<file path="config.mk">
export PLATFORM = sky130hd
export DESIGN_NAME = type_rule_cfg_ctrl_flat
export DESIGN_NICKNAME = d
export VERILOG_FILES = /design/src/rtl/type_rule_cfg_ctrl_pkg.sv /design/src/rtl/type_rule_cfg_ctrl_if.sv /design/src/rtl/type_rule_cfg_ctrl_packer.sv /design/src/rtl/type_rule_cfg_ctrl.sv /design/src/flat_wrapper.sv
export SDC_FILE = /design/constraint.sdc
export NUM_CORES = 1
export LEC_CHECK = 0
export CORE_UTILIZATION = 48
export DETAILED_ROUTE_END_ITERATION = 8
export PLACE_DENSITY = 0.83
export SETUP_SLACK_MARGIN = 0.2
export SYNTH_ARGS = -nofsm -noshare
export SYNTH_HDL_FRONTEND = slang
export SYNTH_SLANG_ARGS = --single-unit
</file>
<file path="constraint.sdc">
create_clock -name i_clk -period 10.22 [get_ports i_clk]
set_input_delay 1.022 -clock i_clk [delete_from_list [all_inputs] [get_ports i_clk]]
set_output_delay 1.022 -clock i_clk [all_outputs]
set_load 0.01 [all_outputs]
</file>
<file path="src/rtl/type_rule_cfg_ctrl_pkg.sv">
// rtl/type_rule_cfg_ctrl_pkg.sv - shared types and sizes for the type-rule config sequencer
package parser_cfg_pkg;

   localparam int RULE_NUM         = 8;
   localparam int TYPE_NUM         = 4;
   localparam int TYPE_WIDTH       = 16;
   localparam int KEY_FILED_NUM    = 8;
   localparam int KEY_OFFSET_WIDTH = 6;
   localparam int CFG_WIDTH        = 32;

   localparam int RULE_BITS  = KEY_FILED_NUM*KEY_OFFSET_WIDTH + 2*TYPE_NUM*TYPE_WIDTH;
   localparam int NBEAT      = (RULE_BITS + CFG_WIDTH - 1) / CFG_WIDTH;
   localparam int IDX_W      = $clog2(RULE_NUM);
   localparam int BEAT_CNT_W = $clog2(NBEAT);

   typedef enum logic [3:0] {
      CFG_WRITE = 4'd1,
      CFG_INVAL = 4'd2,
      CFG_CLEAR = 4'd3
   } cfg_op_e;

   localparam logic [1:0] ST_IDLE   = 2'd0;
   localparam logic [1:0] ST_LOAD   = 2'd1;
   localparam logic [1:0] ST_COMMIT = 2'd2;
   localparam logic [1:0] ST_SWEEP  = 2'd3;

   // First member lands in the MSBs, so typeData[0] sits at bit 0 of the record.
   typedef struct packed {
      logic [KEY_FILED_NUM-1:0][KEY_OFFSET_WIDTH-1:0] key_offset;
      logic [TYPE_NUM-1:0][TYPE_WIDTH-1:0]            type_mask;
      logic [TYPE_NUM-1:0][TYPE_WIDTH-1:0]            type_data;
   } type_rule_t;

   function automatic logic [RULE_NUM-1:0] rule_onehot(input logic [IDX_W-1:0] idx);
      return RULE_NUM'(1) << idx;
   endfunction

endpackage

</file>
<file path="src/rtl/type_rule_cfg_ctrl_if.sv">
// rtl/type_rule_cfg_ctrl_if.sv - host config stream in, rule-table write port out
interface type_rule_cfg_ctrl_if;
   import parser_cfg_pkg::*;

   logic                                      i_cfg_valid;
   logic [CFG_WIDTH-1:0]                      i_cfg_data;
   logic                                      o_cfg_ready;
   logic [RULE_NUM-1:0]                       o_rule_wren;
   logic                                      o_typeRule_valid;
   logic [TYPE_NUM*TYPE_WIDTH-1:0]            o_typeRule_typeData;
   logic [TYPE_NUM*TYPE_WIDTH-1:0]            o_typeRule_typeMask;
   logic [KEY_FILED_NUM*KEY_OFFSET_WIDTH-1:0] o_typeRule_keyOffset;
   logic [RULE_NUM-1:0]                       o_rule_valid_map;
   logic                                      o_busy;
   logic                                      o_done;
   logic                                      o_err;

   modport master (
      output i_cfg_valid, i_cfg_data,
      input  o_cfg_ready, o_rule_wren, o_typeRule_valid, o_typeRule_typeData,
             o_typeRule_typeMask, o_typeRule_keyOffset, o_rule_valid_map,
             o_busy, o_done, o_err
   );

   modport slave (
      input  i_cfg_valid, i_cfg_data,
      output o_cfg_ready, o_rule_wren, o_typeRule_valid, o_typeRule_typeData,
             o_typeRule_typeMask, o_typeRule_keyOffset, o_rule_valid_map,
             o_busy, o_done, o_err
   );

endinterface

</file>
<file path="src/rtl/type_rule_cfg_ctrl_packer.sv">
// rtl/type_rule_cfg_ctrl_packer.sv - shifts payload beats into a rule record
// rule_o combines the beat being accepted with earlier beats, so it is complete on the last beat.
module rule_beat_packer
   import parser_cfg_pkg::*;
(
   input  logic                 clk_i,
   input  logic                 rst_i,
   input  logic                 beat_valid_i,
   input  logic [CFG_WIDTH-1:0] beat_data_i,
   output logic                 beat_last_o,
   output type_rule_t           rule_o
);

   localparam int PREV_W = (NBEAT-1)*CFG_WIDTH;
   localparam int FULL_W = NBEAT*CFG_WIDTH;

   logic [PREV_W-1:0]     prev_q, prev_d;
   logic [BEAT_CNT_W-1:0] cnt_q, cnt_d;
   logic [FULL_W-1:0]     full;

   assign full        = {beat_data_i, prev_q};
   assign rule_o      = type_rule_t'(full[RULE_BITS-1:0]);
   assign beat_last_o = beat_valid_i && (cnt_q == BEAT_CNT_W'(NBEAT-1));

   always_comb begin
      prev_d = prev_q;
      cnt_d  = cnt_q;
      if (beat_valid_i) begin
         prev_d = full[FULL_W-1:CFG_WIDTH];
         cnt_d  = beat_last_o ? '0 : cnt_q + BEAT_CNT_W'(1);
      end
   end

   always_ff @(posedge clk_i or posedge rst_i) begin
      if (rst_i) begin
         prev_q <= '0;
         cnt_q  <= '0;
      end else begin
         prev_q <= prev_d;
         cnt_q  <= cnt_d;
      end
   end

endmodule

</file>
<file path="src/rtl/type_rule_cfg_ctrl.sv">
// rtl/type_rule_cfg_ctrl.sv - config sequencer writing the parser type-lookup rule table
// Decodes header beats, assembles WRITE payloads, and issues one-hot table writes and sweeps.
module type_rule_cfg_ctrl
   import parser_cfg_pkg::*;
(
   input logic                 i_clk,
   input logic                 i_rst,
   type_rule_cfg_ctrl_if.slave cfg
);

   localparam logic [IDX_W-1:0] LAST_IDX = IDX_W'(RULE_NUM-1);

   logic [1:0]                                state_q, state_d;
   logic [IDX_W-1:0]                          idx_q, idx_d;
   logic                                      idx_bad_q, idx_bad_d;
   logic [IDX_W-1:0]                          sweep_q, sweep_d;
   logic                                      ready_q, ready_d;
   logic [RULE_NUM-1:0]                       wren_q, wren_d;
   logic                                      valid_q, valid_d;
   logic [TYPE_NUM*TYPE_WIDTH-1:0]            data_q, data_d;
   logic [TYPE_NUM*TYPE_WIDTH-1:0]            mask_q, mask_d;
   logic [KEY_FILED_NUM*KEY_OFFSET_WIDTH-1:0] koff_q, koff_d;
   logic [RULE_NUM-1:0]                       map_q, map_d;
   logic                                      done_q, done_d;
   logic                                      err_q, err_d;

   logic             accept;
   logic [3:0]       hdr_op;
   logic [15:0]      hdr_idx;
   logic             hdr_bad;
   logic [IDX_W-1:0] hdr_sel;
   logic             pk_valid;
   logic             pk_last;
   type_rule_t       pk_rule;

   assign accept   = cfg.i_cfg_valid & ready_q;
   assign hdr_op   = cfg.i_cfg_data[CFG_WIDTH-1 -: 4];
   assign hdr_idx  = cfg.i_cfg_data[15:0];
   assign hdr_bad  = hdr_idx >= 16'(RULE_NUM);
   assign hdr_sel  = hdr_idx[IDX_W-1:0];
   assign pk_valid = accept && (state_q == ST_LOAD);

   rule_beat_packer u_packer (
      .clk_i        (i_clk),
      .rst_i        (i_rst),
      .beat_valid_i (pk_valid),
      .beat_data_i  (cfg.i_cfg_data),
      .beat_last_o  (pk_last),
      .rule_o       (pk_rule)
   );

   always_comb begin
      state_d   = state_q;
      idx_d     = idx_q;
      idx_bad_d = idx_bad_q;
      sweep_d   = sweep_q;
      wren_d    = '0;
      valid_d   = valid_q;
      data_d    = data_q;
      mask_d    = mask_q;
      koff_d    = koff_q;
      map_d     = map_q;
      done_d    = 1'b0;
      err_d     = 1'b0;

      case (state_q)
         ST_IDLE: begin
            if (accept) begin
               case (hdr_op)
                  CFG_WRITE: begin
                     state_d   = ST_LOAD;
                     idx_d     = hdr_sel;
                     idx_bad_d = hdr_bad;
                  end
                  CFG_INVAL: begin
                     if (hdr_bad) begin
                        err_d = 1'b1;
                     end else begin
                        state_d        = ST_COMMIT;
                        wren_d         = rule_onehot(hdr_sel);
                        valid_d        = 1'b0;
                        data_d         = '0;
                        mask_d         = '0;
                        koff_d         = '0;
                        map_d[hdr_sel] = 1'b0;
                        done_d         = 1'b1;
                     end
                  end
                  CFG_CLEAR: begin
                     state_d  = ST_SWEEP;
                     sweep_d  = '0;
                     wren_d   = rule_onehot('0);
                     valid_d  = 1'b0;
                     data_d   = '0;
                     mask_d   = '0;
                     koff_d   = '0;
                     map_d[0] = 1'b0;
                  end
                  default: err_d = 1'b1;
               endcase
            end
         end
         ST_LOAD: begin
            // Out-of-range writes still drain every payload beat to keep the stream aligned.
            if (pk_last) begin
               if (idx_bad_q) begin
                  state_d = ST_IDLE;
                  err_d   = 1'b1;
               end else begin
                  state_d      = ST_COMMIT;
                  wren_d       = rule_onehot(idx_q);
                  valid_d      = 1'b1;
                  data_d       = pk_rule.type_data & pk_rule.type_mask;
                  mask_d       = pk_rule.type_mask;
                  koff_d       = pk_rule.key_offset;
                  map_d[idx_q] = 1'b1;
                  done_d       = 1'b1;
               end
            end
         end
         ST_COMMIT: state_d = ST_IDLE;
         ST_SWEEP: begin
            if (sweep_q == LAST_IDX) begin
               state_d = ST_IDLE;
            end else begin
               sweep_d        = sweep_q + IDX_W'(1);
               wren_d         = rule_onehot(sweep_d);
               map_d[sweep_d] = 1'b0;
               done_d         = (sweep_d == LAST_IDX);
            end
         end
         default: state_d = ST_IDLE;
      endcase

      ready_d = (state_d == ST_IDLE) || (state_d == ST_LOAD);
   end

   always_ff @(posedge i_clk or posedge i_rst) begin
      if (i_rst) begin
         state_q   <= ST_IDLE;
         idx_q     <= '0;
         idx_bad_q <= 1'b0;
         sweep_q   <= '0;
         ready_q   <= 1'b0;
         wren_q    <= '0;
         valid_q   <= 1'b0;
         data_q    <= '0;
         mask_q    <= '0;
         koff_q    <= '0;
         map_q     <= '0;
         done_q    <= 1'b0;
         err_q     <= 1'b0;
      end else begin
         state_q   <= state_d;
         idx_q     <= idx_d;
         idx_bad_q <= idx_bad_d;
         sweep_q   <= sweep_d;
         ready_q   <= ready_d;
         wren_q    <= wren_d;
         valid_q   <= valid_d;
         data_q    <= data_d;
         mask_q    <= mask_d;
         koff_q    <= koff_d;
         map_q     <= map_d;
         done_q    <= done_d;
         err_q     <= err_d;
      end
   end

   assign cfg.o_cfg_ready          = ready_q;
   assign cfg.o_rule_wren          = wren_q;
   assign cfg.o_typeRule_valid     = valid_q;
   assign cfg.o_typeRule_typeData  = data_q;
   assign cfg.o_typeRule_typeMask  = mask_q;
   assign cfg.o_typeRule_keyOffset = koff_q;
   assign cfg.o_rule_valid_map     = map_q;
   assign cfg.o_busy               = (state_q != ST_IDLE);
   assign cfg.o_done               = done_q;
   assign cfg.o_err                = err_q;

endmodule

</file>
<file path="src/flat_wrapper.sv">
// flat-port wrapper written by rule: the top's interface ports become plain ports
module type_rule_cfg_ctrl_flat import parser_cfg_pkg::*;
  (i_clk, i_rst, cfg_i_cfg_valid, cfg_i_cfg_data, cfg_o_cfg_ready, cfg_o_rule_wren, cfg_o_typeRule_valid, cfg_o_typeRule_typeData, cfg_o_typeRule_typeMask, cfg_o_typeRule_keyOffset, cfg_o_rule_valid_map, cfg_o_busy, cfg_o_done, cfg_o_err);
  type_rule_cfg_ctrl_if cfg_i ();
  input logic i_clk;
  input logic i_rst;
  input wire logic [$bits(cfg_i.i_cfg_valid)-1:0] cfg_i_cfg_valid;
  input wire logic [$bits(cfg_i.i_cfg_data)-1:0] cfg_i_cfg_data;
  output wire logic [$bits(cfg_i.o_cfg_ready)-1:0] cfg_o_cfg_ready;
  output wire logic [$bits(cfg_i.o_rule_wren)-1:0] cfg_o_rule_wren;
  output wire logic [$bits(cfg_i.o_typeRule_valid)-1:0] cfg_o_typeRule_valid;
  output wire logic [$bits(cfg_i.o_typeRule_typeData)-1:0] cfg_o_typeRule_typeData;
  output wire logic [$bits(cfg_i.o_typeRule_typeMask)-1:0] cfg_o_typeRule_typeMask;
  output wire logic [$bits(cfg_i.o_typeRule_keyOffset)-1:0] cfg_o_typeRule_keyOffset;
  output wire logic [$bits(cfg_i.o_rule_valid_map)-1:0] cfg_o_rule_valid_map;
  output wire logic [$bits(cfg_i.o_busy)-1:0] cfg_o_busy;
  output wire logic [$bits(cfg_i.o_done)-1:0] cfg_o_done;
  output wire logic [$bits(cfg_i.o_err)-1:0] cfg_o_err;
  assign cfg_i.i_cfg_valid = cfg_i_cfg_valid;
  assign cfg_i.i_cfg_data = cfg_i_cfg_data;
  assign cfg_o_cfg_ready = cfg_i.o_cfg_ready;
  assign cfg_o_rule_wren = cfg_i.o_rule_wren;
  assign cfg_o_typeRule_valid = cfg_i.o_typeRule_valid;
  assign cfg_o_typeRule_typeData = cfg_i.o_typeRule_typeData;
  assign cfg_o_typeRule_typeMask = cfg_i.o_typeRule_typeMask;
  assign cfg_o_typeRule_keyOffset = cfg_i.o_typeRule_keyOffset;
  assign cfg_o_rule_valid_map = cfg_i.o_rule_valid_map;
  assign cfg_o_busy = cfg_i.o_busy;
  assign cfg_o_done = cfg_i.o_done;
  assign cfg_o_err = cfg_i.o_err;
  type_rule_cfg_ctrl u_core (.i_clk(i_clk), .i_rst(i_rst), .cfg(cfg_i));
endmodule
</file>
==> out/metrics.yaml <==
async_reset_ff_share_pct: 100.0
viasPerCell: 5.751
cp_slowest_cell: "buf_4"
worstMarginPinSlew_ns: 1.136
power_density_nw_per_um2: 291.3
use_met1_pct: 28.16
ant_nets: 0
period_minus_slack_ns: 3.662
start_util_pct: 49.03
critPathTopFamily: "buffers and inverters"
p_clk_share_pct: 26.9
routed_wl_um: 31680
fp.dieH_um: 173.5
core_area_um2: 28780
path_clk_slew_ns: 0.06
crit_chain: "clkdlybuf4s50_1 > nand3b_1 > or2_4 > buf_4 > buf_4 > mux2_2"
yosysWarnings: 0
grt_max_degree: 209
synth_area_leaders: "dfrtp_1 65%, mux2_2 12%, a22o_1 7.0%"
crit_buf_inv: 3
synthTopCellsByCount: "368 x dfrtp_1, 154 x mux2_2, 112 x a22o_1"
gp_congestion: 0.8732
crit_top_cell: "buf_4"
netlist_area_um2: 14110
pre_cts_ws_ns: 6.012
dp_hpwl_um: 19710
final-max-slew-violation-count: 0
synth_cell_types: 48
antenna_found_initial: 0
cts_buffers: 38
max_stage_delay_ns: 0.92
cp.required_ns: 10.63
clkLatencyLatePin_ns: 0.53
final.fill_count: 2141
final_area_um2: 17860
synth-seq-cells: 368
synth_edf_count: 0
cts_tree: "built"
cap_violations: 0
path_class: "in2reg"
rows: 62
worst_slack_ns: 6.558
setup_viol: 0
synth_ff_type: "dfrtp_1"
drc: 0
p_switching_mw: 1.587
max-vdd-ir-drop_v: 0.0001755
tns_ns: 0
cell_internal_pwr_mw: 3.618
hold_buffers: 0
nNetsFinal: 1191
clock_tree.root_cell: "clkbuf_16"
dp.cells: 1492
cp.depth: 6
switching_share_pct: 30.49
grt-ovfl-total: 0
cts.path.max_buffers: 3
holdPathStages: 1
finalHoldViolations: 0
p_seq_share_pct: 45.4
timing.fmax_mhz: 273.1
drt_iter0_drc: 719
syn2layout_area_growth_pct: 26.61
yosysTopAreaCellShare_pct: 65.27
io_pins: 232
cts_setup_buffers: 0
fin_skew_ns: 0.01957
leakagePower_nw: 7.912
rsz0062_at_grt: "no"
syn_area_per_cell_um2: 15.09
grt_first_pass_wirelength_um: 51140
maxSlewHeadroom_pct: 24.25
fin_cells: 1559
cts_sinks: 368
die_w_um: 173.5
io_buffer_count: 231
yosysMostFrequentCell: "dfrtp_1"
cp.arrival_ns: 4.07
cts_max_level: 2
cp-start-kind: "input port"
status: "finished, final reports clean"
hp-class: "reg2reg"
power_mw: 5.204
drive_gt1_share_pct: 19.74
cts_resized: 0
synth_nets: 978
grtUsageMet2_pct: 34.20
ys_seq_area_share_pct: 65.27
avgRoutedWirePerCell_um: 20.32
grt_pass1_vias: 9220
crit_fanout: 91
p_comb_share_pct: 27.8
die_area_um2: 30080
grtUsageMet3_pct: 5.570
place_area_um2: 16590
track_usage_pct: 21.30
rr_worst_depth: 5
grt_busiest_layer: "met2"
synth_top_cell_by_area: "dfrtp_1"
antenna_cells: 0
min_period_over_period_pct: 35.83
vias: 8966
endpoint_kind: "flip-flop"
first_pass_iters: 5
synthCells: 935
==> worst reg2reg max path, cell delays in order (launching register included) <==
cell,delay [ns]
dfrtp_1,0.62
inv_1,0.35
or2_4,0.18
buf_4,0.82
buf_4,0.94
mux2_2,0.48
==> layout by cell type (no fill, tap or decap), types with 4 or more instances in the layout <==
| cell | Yosys | routed |
|---|---|---|
| clkbuf_16 | 0 | 38 |
| buf_4 | 0 | 8 |
| nor3b_1 | 6 | 6 |
| a22o_1 | 112 | 112 |
| nor2_1 | 14 | 14 |
| inv_1 | 14 | 13 |
| a32o_1 | 64 | 64 |
| bufinv_16 | 0 | 4 |
| a21o_1 | 5 | 5 |
| nand3b_1 | 6 | 6 |
| nand3_1 | 9 | 9 |
| o21ai_0 | 14 | 14 |
| nand2b_1 | 4 | 4 |
| or3_1 | 5 | 5 |
| clkinv_2 | 0 | 5 |
| nor3_1 | 8 | 7 |
| mux2_1 | 10 | 10 |
| mux2_2 | 154 | 154 |
| nand2_1 | 11 | 11 |
| dfrtp_1 | 368 | 368 |
| a2bb2oi_1 | 4 | 4 |
| a21oi_1 | 11 | 11 |
| clkbuf_8 | 0 | 7 |
| clkbuf_1 | 11 | 8 |
| nand4_1 | 4 | 4 |
| clkdlybuf4s50_1 | 0 | 231 |
| ha_1 | 8 | 8 |
| nor2b_1 | 4 | 4 |
==> cell families (layout without fill, tap and decap cells) <==
family | after synthesis | after routing | synth area share (%)
flip-flops | 368 | 368 | 65.27
AO/OA/AOI/OAI | 229 | 229 | 13.95
multiplexers | 164 | 164 | 13.09
AND/OR/NAND/NOR | 85 | 85 | 3.716
buffers and inverters | 81 | 321 | 3.272
adder cells (fa/ha/maj) | 8 | 8 | 0.7094
==> per-stage QoR <==
step | util, % | hold slack, ns
after global placement | 57.66 | 0.4596
after detailed placement | 57.66 | 0.4696
final | 62.07 | 0.4766
after CTS | 62.07 | 0.4827
after floorplan | - | 0.4679
after global routing | 62.07 | 0.4993
==> power groups by stage <==
stage	Clock, mW	Combinational [mW]	Sequential, mW
2_1_floorplan	0	0.964	2.30
3_3_place_gp	0	1.41	2.35
3_5_place_dp	0	1.45	2.38
4_1_cts	1.43	1.46	2.36
5_1_grt	1.48	1.56	2.43
6_report	1.40	1.44	2.36
==> registers in the layout, indices dropped and copies added, names as in the netlist <==
| register | cells |
|---|---|
| u_core.cfg.o_typeRule_valid | 1 |
| u_core.cfg.o_rule_wren | 8 |
| u_core.u_packer.cnt_q | 3 |
| u_core.idx_bad_q | 1 |
| u_core.sweep_q | 3 |
| u_core.cfg.o_rule_valid_map | 8 |
| u_core.idx_q | 3 |
| u_core.cfg.o_cfg_ready | 1 |
| u_core.cfg.o_err | 1 |
| u_core.cfg.o_typeRule_typeData | 64 |
| u_core.u_packer.prev_q | 160 |
| u_core.state_q | 2 |
| u_core.cfg.o_done | 1 |
| u_core.cfg.o_typeRule_typeMask | 64 |
| u_core.cfg.o_typeRule_keyOffset | 48 |
==> cell type report <==
cell class                      instances  area (µm²)  share of cell area, %
Inverter                               14       56.30                 0.3152
Multi-Input combinational cell        486        4456                  24.94
Sequential cell                       368        9209                  51.55
Clock inverter                         14       193.9                  1.086
Tap cell                              384       480.5                  2.689
Timing Repair Buffer                  240        2392                  13.39
Clock buffer                           53        1077                  6.030
==> routing by layer <==
metal	wire length, µm	share of wire (%)
met1	13290	42
met2	15190	48
met3	2344	7.4
met4	844	2.7
met5	0	0
==> final timing paths <==
path,to,startpoint,slack [ns]
min reg2reg,u_core.cfg.o_typeRule_valid,u_core.cfg.o_typeRule_valid,0.48
min,u_core.cfg.o_typeRule_valid,u_core.cfg.o_typeRule_valid,0.48
max,u_core.u_packer.prev_q[111],cfg_i_cfg_valid,6.56
max reg2reg,u_core.u_packer.prev_q[111],u_core.state_q[0],6.73
min in group asynchronous,u_core.u_packer.prev_q[43],i_rst,1.15
max in group asynchronous,u_core.cfg.o_typeRule_typeData[62],i_rst,7.28
(Power assumes the default switching activity.)
==> variant 1 (same settings) <==
Make the reset (`i_rst` and `rst_i`) synchronous in 2 clocked blocks.
--- a/src/rtl/type_rule_cfg_ctrl_packer.sv
+++ b/src/rtl/type_rule_cfg_ctrl_packer.sv
@@ -33,3 +33,3 @@
 
-   always_ff @(posedge clk_i or posedge rst_i) begin
+   always_ff @(posedge clk_i) begin
       if (rst_i) begin
--- a/src/rtl/type_rule_cfg_ctrl.sv
+++ b/src/rtl/type_rule_cfg_ctrl.sv
@@ -137,3 +137,3 @@
 
-   always_ff @(posedge i_clk or posedge i_rst) begin
+   always_ff @(posedge i_clk) begin
       if (i_rst) begin
Function: not settled (the Yosys comparison gave no result); the edit may change what the design does.
==> variant 1 against the unedited design <==
- wire length increased by 1.4%
- synthesized area decreased by 11%
- first-iteration DRC count increased by 33%
- cell area shrank 11%
- critical path depth up 2
- worst setup slack got worse by 0.33 ns
- sequential share of layout area shrank 5.5 points
- global-route usage increased by 1.9 points
- sequential cell count is the same
- largest cell class unchanged
Power is not compared: it rests on default switching activity, and its combinational part moved more than twofold at a synthesized area within 25%.
==> variant 1: results <==
[outcome]
outcome = "completed"

[global_route]
grt_max_degree = 110
grt_use_total_pct = 23.2
grt_pass1_vias = 9298
grt_pass1_wl_um = 50000

[critical_path]
rr_endpoint = "u_core.cfg.o_typeRule_typeData[34]$_SDFFE_PP0P_"
r2r_start = "u_core.state_q[0]$_SDFF_PP0_"
cp.arrival_ns = 4.38
r2r_slack_ns = 6.83
worstPathMaxFanout = 103
cp-startpoint = "cfg_i_cfg_data[3]"
crit_end = "u_core.cfg.o_typeRule_keyOffset[13]$_SDFFE_PP0P_"

[logic_synthesis]
ys.warnings.count = 0
synthesis.nets = 1349
ys_seq_area_share_pct = 58.9
synth_commonest_cells = "dfxtp_1 (368), nand2_1 (337), a21oi_1 (176), a22o_1 (112), clkbuf_1 (73)"
synth-async-reset-ratio_pct = 0
ys_types = 42
synthTopCellsByArea = "dfxtp_1 (59%), nand2_1 (10%), a22o_1 (7.8%)"

[cells_and_area]
final_nets = 1518
regMostFlops = "u_core.u_packer.prev_q"
drive_above_1_share_pct = 4.67
fill_cells = 2049

[detailed_routing]
post_drt_wl_per_cell_um = 17.5
dr.pass1.iters = 6
drtIter0Drc = 953
vias_per_cell = 5.66

[hold_path]
hold_class = "flop to flop"

[clock_network]
clock_path_buffers = 3
cts_made_buffers = 36
clock_latency_ns = 0.51
cts_max_level = 2

[place]
gp_congestion = 0.904
placed_area_mm2 = 0.0148
numPortBuffers = 231
place_hpwl_um = 20300

[sta]
skew_ns = 0.0171
slew_headroom_pct = 21.8
-- variant 1: area by class of cell --
class	count	area, um2	share of cell area, %
sequential	368	7370	46.1
multi-input combinational	823	4660	29.1
timing repair buffer	239	2370	14.9
clock buffer	52	1050	6.58
tap	330	413	2.58
clock inverter	11	95.1	0.595
inverter	7	26.3	0.164
-- variant 1: how the worst min path moves through the flow --
stage / from / endpoint / slack, ns / depth (start not counted)
global placement: u_core.cfg.o_typeRule_valid$_SDFFE_PP0P_ / u_core.cfg.o_typeRule_valid$_SDFFE_PP0P_ / 0.43 / 1
detailed placement: u_core.u_packer.prev_q[12]$_SDFFE_PP0P_ / u_core.u_packer.prev_q[12]$_SDFFE_PP0P_ / 0.45 / 2
global route: u_core.u_packer.prev_q[17]$_SDFFE_PP0P_ / u_core.u_packer.prev_q[17]$_SDFFE_PP0P_ / 0.47 / 2
floorplan: u_core.u_packer.prev_q[0]$_SDFFE_PP0P_ / u_core.u_packer.prev_q[0]$_SDFFE_PP0P_ / 0.44 / 2
finish: u_core.u_packer.prev_q[14]$_SDFFE_PP0P_ / u_core.u_packer.prev_q[14]$_SDFFE_PP0P_ / 0.46 / 2
CTS: u_core.u_packer.prev_q[14]$_SDFFE_PP0P_ / u_core.u_packer.prev_q[14]$_SDFFE_PP0P_ / 0.46 / 2
-- variant 1: through the flow --
step,setup WS (ns),power (mW),hold slack [ns],std cells
2_1_floorplan,7.62,1.51,0.437,1306
3_3_place_gp,5.85,1.53,0.435,1767
3_5_place_dp,5.75,1.53,0.448,1767
4_1_cts,6.26,2.79,0.456,1830
5_1_grt,6.15,2.86,0.473,1830
6_report,6.23,2.77,0.455,1830
-- variant 1: kinds of logic after synthesis --
group           synth area share, %
buf+inv                        4.07
simple gates                   13.5
flops                          58.9
fa+ha+maj                     0.800
compound gates                 22.6
mux                           0.160
-- variant 1: power by group --
group          total, mW  internal, mW  switching, mW
logic             0.0607        0.0181         0.0426
clock network       1.27         0.741          0.529
registers           1.44          1.44        0.00176
total               2.77          2.19          0.573
-- variant 1: critical path, stage by stage --
cell,delay [ns]
clkdlybuf4s50_1,0.46
nor4_1,0.68
nand4_1,0.28
a221oi_1,0.51
nor2_4,0.04
buf_4,0.47
buf_4,0.54
a22o_1,0.34
-- variant 1: metal layers --
| layer | track usage, % | wire length [um] | up-vias |
|---|---|---|---|
| li1 | - | - | 4956 |
| met1 | 33.7 | 14900 | 4915 |
| met2 | 35.2 | 14200 | 428 |
| met3 | 3.76 | 2290 | 54 |
| met4 | 7.24 | 742 | 0 |
| met5 | 0 | 0 | - |
==> variant 2 (same settings) <==
Without the edit above. Change the package constant `TYPE_NUM` from 4 to 8.
--- a/src/rtl/type_rule_cfg_ctrl_pkg.sv
+++ b/src/rtl/type_rule_cfg_ctrl_pkg.sv
@@ -4,3 +4,3 @@
    localparam int RULE_NUM         = 8;
-   localparam int TYPE_NUM         = 4;
+   localparam int TYPE_NUM         = 8;
    localparam int TYPE_WIDTH       = 16;
Ports: changed (resized cfg_o_typeRule_typeData and cfg_o_typeRule_typeMask); port bits go from 232 to 360. The function was not compared with the original's and may differ.
==> variant 2 against the unedited design <==
- first-iteration DRC count increased to 2.8 times the old value
- worst setup slack got worse by 1.0 ns
- synthesized area increased by 66%
- wire length increased by 98%
- synthesized cell count increased by 120%
- total power increased by 59%
- cell area increased by 64%
- combinational power increased by 41%
- sequential cell count increased by 257
- largest cell class unchanged
- highest routed layer unchanged
==> variant 2: results <==
[outcome]
outcome = "completed"

[critical_path]
slowest_delay_ns = 0.94
worstPathMaxFanout = 92
r2r_cells = 6
critPathSlowestCell = "a221o_4"

[cells_and_area]
n_all_buffers = 375
largest_reg_flops = 288
final_cells = 3051
stdcell_area_mm2 = 0.0293
register_area_mm2 = 0.0156
multi_input_area_share_pct = 24.2
bufAreaShareNonClock_pct = 12.8
fill_cells = 3717
drive_above_1_share_pct = 5.30
clk_share_pct = 6.91

[global_route]
grt_pass1_vias = 17100
grt_pass1_wl_um = 99100

[clock_network]
cts_made_buffers = 61
clock_latency_ns = 0.63
clock_sink_count = 625

[logic_synthesis]
synth_commonest_cells = "nand2_1 (877), dfrtp_1 (625), a22o_1 (176), a32o_1 (129), clkbuf_1 (105)"
ys_seq_area_share_pct = 66.9
syn_area_per_cell_um2 = 11.2

[pwr]
clkPwrFrac_pct = 27.2
combPwrFrac_pct = 24.5
power.internal_mw = 5.42
p_leak_nw = 14.4
vdd_ir_drop_max_v = 0.000212

[place]
numPortBuffers = 359
place_hpwl_um = 39500
gp_congestion = 0.874

[detailed_routing]
routed_wl_um = 62600
drtIter0Drc = 1996
vias_per_cell = 5.72

[sta]
skew_ns = 0.0145
worstMarginPinSlew_ns = 1.36
timing.hold.ws_ns = 0.476
-- variant 2: cell types whose count changed after synthesis, sizes merged, moves of 6 or more --
cell    delta
a22o      +64
a32o      +65
and3       +7
buf       -21
clkbuf    +94
dfrtp    +257
inv        -7
mux2     -159
nand2    +866
o21ai      -7
o32a       +6
-- variant 2: cells by family after synthesis --
logic type                 count (synthesis)  share of synthesized area, %
AOI/OAI and AO/OA                        358                          13.7
adders and majority gates                  8                         0.428
buffers and inverters                    147                          2.83
DFF                                      625                          66.9
muxes                                      5                         0.241
and+or+nand+nor                          945                          15.8
-- variant 2: path summary, 6_finish.rpt --
path	startpoint	to
min in group asynchronous	i_rst	u_core.cfg.o_typeRule_typeMask[8]$_DFFE_PP0P_
max in group asynchronous	i_rst	u_core.cfg.o_typeRule_typeMask[118]$_DFFE_PP0P_
setup / recovery	cfg_i_cfg_valid	u_core.cfg.o_typeRule_typeMask[48]$_DFFE_PP0P_
hold / removal	u_core.u_packer.prev_q[17]$_DFFE_PP0P_	u_core.u_packer.prev_q[17]$_DFFE_PP0P_
setup reg to reg	u_core.state_q[1]$_DFF_PP0_	u_core.cfg.o_typeRule_typeMask[48]$_DFFE_PP0P_
hold reg to reg	u_core.u_packer.prev_q[17]$_DFFE_PP0P_	u_core.u_packer.prev_q[17]$_DFFE_PP0P_
-- variant 2: metal layers --
| metal | routed length (um) | global-route usage (%) | vias up |
|---|---|---|---|
| met1 | 27900 | 37.6 | 8881 |
| met2 | 27900 | 37.2 | 701 |
| li1 | - | - | 7743 |
| met5 | 0 | 0 | - |
| met3 | 4940 | 6.04 | 112 |
| met4 | 1900 | 7.61 | 0 |
